**src/rtl/decoder_sel_arbiter.sv**
```systemverilog
// Round-robin arbiter that drives the 2-bit select of a downstream 2-to-4 decoder.
// Grants are held for a fixed burst and separated by break-before-make gap cycles.
module decoder_sel_arbiter #(
  parameter int HOLD_CYCLES = 4,
  parameter int GAP_CYCLES  = 1,
  parameter int CNT_W       = 4
) (
  input  logic       clk,
  input  logic       rst_n,
  input  logic [3:0] req,
  input  logic       grant_release,
  output logic [1:0] sel,
  output logic       sel_valid,
  output logic       grant_start,
  output logic       busy
);

  typedef enum logic [1:0] {
    ARB   = 2'd0,
    GRANT = 2'd1,
    GAP   = 2'd2
  } state_t;

  localparam logic [CNT_W-1:0] HOLD_LOAD = CNT_W'(HOLD_CYCLES - 1);
  localparam logic [CNT_W-1:0] GAP_LOAD  = CNT_W'(GAP_CYCLES - 1);

  state_t           state;
  logic [CNT_W-1:0] cnt;
  logic [1:0]       last;
  logic             found;
  logic [1:0]       winner;
  logic [1:0]       idx;

  // The search starts just past the last winner, so that channel ranks lowest.
  always_comb begin
    found  = 1'b0;
    winner = 2'd0;
    idx    = 2'd0;
    for (int i = 0; i < 4; i++) begin
      idx = last + 2'(i + 1);
      if (!found && req[idx]) begin
        found  = 1'b1;
        winner = idx;
      end
    end
  end

  always_ff @(posedge clk or negedge rst_n) begin
    if (!rst_n) begin
      state       <= ARB;
      cnt         <= '0;
      last        <= 2'd3;
      sel         <= 2'd0;
      sel_valid   <= 1'b0;
      grant_start <= 1'b0;
      busy        <= 1'b0;
    end else begin
      case (state)
        ARB: begin
          if (found) begin
            sel         <= winner;
            last        <= winner;
            sel_valid   <= 1'b1;
            grant_start <= 1'b1;
            busy        <= 1'b1;
            cnt         <= HOLD_LOAD;
            state       <= GRANT;
          end
        end
        GRANT: begin
          grant_start <= 1'b0;
          if (cnt == '0 || grant_release) begin
            sel_valid <= 1'b0;
            cnt       <= GAP_LOAD;
            if (GAP_CYCLES > 0) begin
              state <= GAP;
            end else begin
              busy  <= 1'b0;
              state <= ARB;
            end
          end else begin
            cnt <= cnt - 1'b1;
          end
        end
        GAP: begin
          // sel is left untouched so the decoder input stays stable through the gap.
          if (cnt == '0) begin
            busy  <= 1'b0;
            state <= ARB;
          end else begin
            cnt <= cnt - 1'b1;
          end
        end
        default: state <= ARB;
      endcase
    end
  end

endmodule

```
**config.mk**
```make
export PLATFORM = sky130hd
export DESIGN_NAME = decoder_sel_arbiter
export DESIGN_NICKNAME = d
export VERILOG_FILES = /design/src/rtl/decoder_sel_arbiter.sv
export SDC_FILE = /design/constraint.sdc
export NUM_CORES = 1
export LEC_CHECK = 0
export ABC_AREA = 1
export CORE_AREA = 2 2 50 52
export CTS_CLUSTER_DIAMETER = 120
export DETAILED_ROUTE_END_ITERATION = 7
export DIE_AREA = 0 0 52 54
export GPL_TIMING_DRIVEN = 0
export HOLD_SLACK_MARGIN = 0.1
export PLACE_DENSITY = 0.71
export SKIP_CTS_REPAIR_TIMING = 1
export SLEW_MARGIN = 20
export SYNTH_ARGS = -nofsm -noshare
export SYNTH_HDL_FRONTEND = slang
export SYNTH_SLANG_ARGS = --single-unit
```
**constraint.sdc**
```tcl
create_clock -name clk -period 1.5 [get_ports clk]
set_input_delay 0.45 -clock clk [delete_from_list [all_inputs] [get_ports clk]]
set_output_delay 0.45 -clock clk [all_outputs]
set_load 0.01 [all_outputs]
```
==> implementation parameters <==
Parameter                              Value

Routing
  DRC violation total after the first TritonRoute iteration ... 26
  Via total after detailed routing ... 1018
  Remaining design rule violation count ... 0
  Final antenna-violating net count ... 0
  WL final ... 2260 um
  Average wire per cell in the routed design ... 11.1 um
  Router iterations before antenna repair ... 4
  Number of vias per cell after detailed routing ... 4.99

Synthesis
  Area share of the largest cell type after synthesis ... 26.0%
  Number of distinct library cells after synthesis ... 26
  Leading cell types by total area after synthesis ... dfrtp_1, nand2_1, nand2_2
  Most used DFF post-synth ... dfrtp_1
  Yosys warnings ... 0
  Number of standard cells after synthesis ... about 150
  Average footprint of a synthesized cell ... between 6 and 7 um2
  Count of state elements after synthesis ... 13
  Share of synthesized area occupied by flip-flops and latches ... 31.0%
  Net count after synthesis ... 165
  Number of synthesized flops with an enable pin ... 0
  Cell area after technology mapping ... 1060 um2
  Cell type contributing the most total cell area after synthesis ... dfrtp_1
  Share of synthesized registers carrying an async set or reset ... 100%

Timing
  Worst max-slew margin expressed relative to the limit ... 61.7%
  Maximum clock frequency ... ~0.61 GHz
  Time the worst path needs with I/O delays and setup ... 1.64 ns
  Number of max-slew violations in the final report ... 0
  Hold violation count in the final report ... 0
  Number of setup violations in the final report ... 13
  Clock Skews ... 0.00222 ns
  RSZ-0062 raised after global routing ... true
  Ratio of final minimum period to clock period ... 110%
  Slew at the pin with the worst max-slew slack ... 0.572 ns
  Final setup margin ... -0.145 ns
  Final hold slack ... 0.472 ns

Worst setup path
  Startpoint Class ... register
  Max incr delay on CP ... 0.61 ns
  Worst path required time ... 1.67 ns
  Max Fanout on Critical Path ... 6
  Number of cells on the critical path ... 10
  Crit Path Category ... reg -> reg
  Sum of buffers and inverters on the critical path ... 1
  R2R cell count ... 10
  Critical path arrival ... 1.82 ns
  Ordered cell list for the critical path ... buf_4 > nand2_1 > nand2_4 > nand2_2 > nand2_4 > o21ai_1 > nor2_1 > nor2_4 > nand2_2 > nand2_1
  Kind of cell adding the most delay to the critical path ... simple AND/OR/NAND/NOR gates
  Critical-path cell with the highest stage delay ... dfstp_2
  Critical Path End Type ... register

Place
  Global placer's final weighted congestion ... 0.810
  Number of port buffers ... 11
  Total half-perimeter wirelength after legalization and detailed placement ... about 1600 um
  Placed Area ... 1210 um2

Clock network
  Clock Root Buffer ... clkbuf_4
  Clock tree buffer depth ... 2
  Worst skew pair latency ... 0.27 ns
  TritonCTS buffer count ... 3
  Number of levels the H-tree was split into ... 1
  Clock Sink Count ... 13
  CTS clk-pin slew, worst paths ... 0.07 ns
  TritonCTS clock tree ... built

Final layout
  Area delta synth->final ... 30.8%
  Number of nets in the layout ... 187
  Proportion of layout cells with a drive suffix above 1 ... around 25%
  Number of diodes ... 0
  Most frequent standard cell in the layout excluding fill and tap cells ... nand2_1
  Most frequent cells in the layout ... nand2_1, inv_1, nand2_2
  Final non-filler cell area ... 1380 um2

Power
  Internal power ... between 1.5 and 2 mW
  Power per unit of standard cell area ... 2440 nW/um2
  Switching power as a share of total power ... roughly 52%
  Total power of the final layout ... 3.37 mW
  IR drop worst, VDD ... around 1200 uV
  Total net switching power ... 1.76 mW
  Part of the total power dissipated in the clock network ... under 10%
  Leakage dissipation ... between 0.7 and 0.8 nW
  Combinational fraction of design power ... 73.4%
  Portion of total power attributed to sequential cells ... 20.4%

Global routing
  Global routing met2 resource utilization ... ~30%
  GR Util met1 ... 19.9%
  Most utilized layer in the global route result ... met2
  Global route overflow ... 0
  Total global routing track utilization ... 17.0%
  GR met3 Demand/Resource ... roughly 5.0%
  Pin count of the biggest net entering global routing ... 14
  Number of antenna violations at the first check in global routing ... 0
  Number of global-route vias before repair ... ~860
  First-pass GRT wire length ... 3490 um

Worst hold path
  Hold Path Class ... reg -> reg
  Worst hold path cell count ... 2

Die
  Width of the chip ... 52 um
  Starting Density ... between 40% and 50%
  IO Pins ... 12
  Die Outline Area ... 2810 um2
  Core area ... ~2300 um2
  Site row count ... 18
  Die Ht ... 54 um

Status
  Outcome ... complete, but fails checks
  Failing checks ... negative setup slack

Job
  Number of maximum-capacitance violations ... 0
## synthesized netlist by cell type (2+ instances only)
cell / instances
nand4_1: 2
o21ai_0: 4
nand2_1: 62
nand2_2: 13
ha_1: 5
a21oi_1: 2
dfrtp_1: 11
nor3_1: 2
inv_1: 16
nand3_1: 11
nand2_4: 3
inv_2: 2
dfstp_2: 2
nor2_1: 6
## area by class of cell
| type | count | area, um2 |
|---|---|---|
| Clock buffer | 4 | 26.3 |
| Tap cell | 30 | 37.5 |
| Buffer | 1 | 11.3 |
| Inverter | 19 | 81.3 |
| Multi-Input combinational cell | 121 | 738 |
| Fill cell | 208 | 937 |
| Sequential cell | 13 | 328 |
| Timing Repair Buffer | 16 | 160 |
## through the flow
stage	util (%)	std cells	TNS, ns	setup slack [ns]
2_1_floorplan	-	153	0	0.00320
3_3_place_gp	52.2	194	-4.88	-0.404
3_5_place_dp	52.2	194	-5.19	-0.427
4_1_cts	53.3	198	-2.30	-0.158
5_1_grt	59.6	204	-2.58	-0.225
6_report	59.6	204	-1.48	-0.145
## power by group through the flow
stage               logic (mW)  registers [mW]  clock network [mW]
global placement          1.96           0.687                   0
global route              2.75           0.703               0.242
CTS                       2.03           0.686               0.221
floorplan                 1.56           0.698                   0
finish                    2.47           0.686               0.211
detailed placement        2.02           0.692                   0
## worst paths after layout
path	from	end	slack (ns)
max	last[1]	sel[0]	-0.14
min	sel[0]	sel[0]	0.47
max in group asynchronous	rst_n	cnt[0]	0.59
min reg2reg	sel[0]	sel[0]	0.47
min in group asynchronous	rst_n	sel[0]	0.54
max reg2reg	last[1]	sel[0]	-0.14
## registers in the layout (all words and copies together), names as in the netlist
signal,cells
busy,1
cnt,4
sel_valid,1
sel,2
grant_start,1
last,2
state,2
## routing by layer
| layer | wire length, um | share of wire, % |
|---|---|---|
| met1 | 992 | 44 |
| met2 | 1130 | 50 |
| met3 | 124 | 5.5 |
| met4 | 10 | 0.44 |
| met5 | 0 | 0 |
## tightest hold or removal path: cells and delay by family, from the launching register on
family,cells,cell delay (ns)
and+or+nand+nor,2,0.10
DFF,1,0.34
## logic make-up (layout without fill, tap and decap cells)
kind of cell | after synthesis | count (layout) | share of synthesized area (%)
AO/OA/AOI/OAI | 9 | 9 | 4.85
XOR/XNOR | 2 | 2 | 1.66
adder cells (fa/ha/maj) | 5 | 5 | 5.92
buffers and inverters | 20 | 40 | 8.05
flip-flops | 13 | 13 | 31.0
AND/OR/NAND/NOR | 104 | 105 | 48.5
Note: power is estimated with default switching activity, not from simulation.
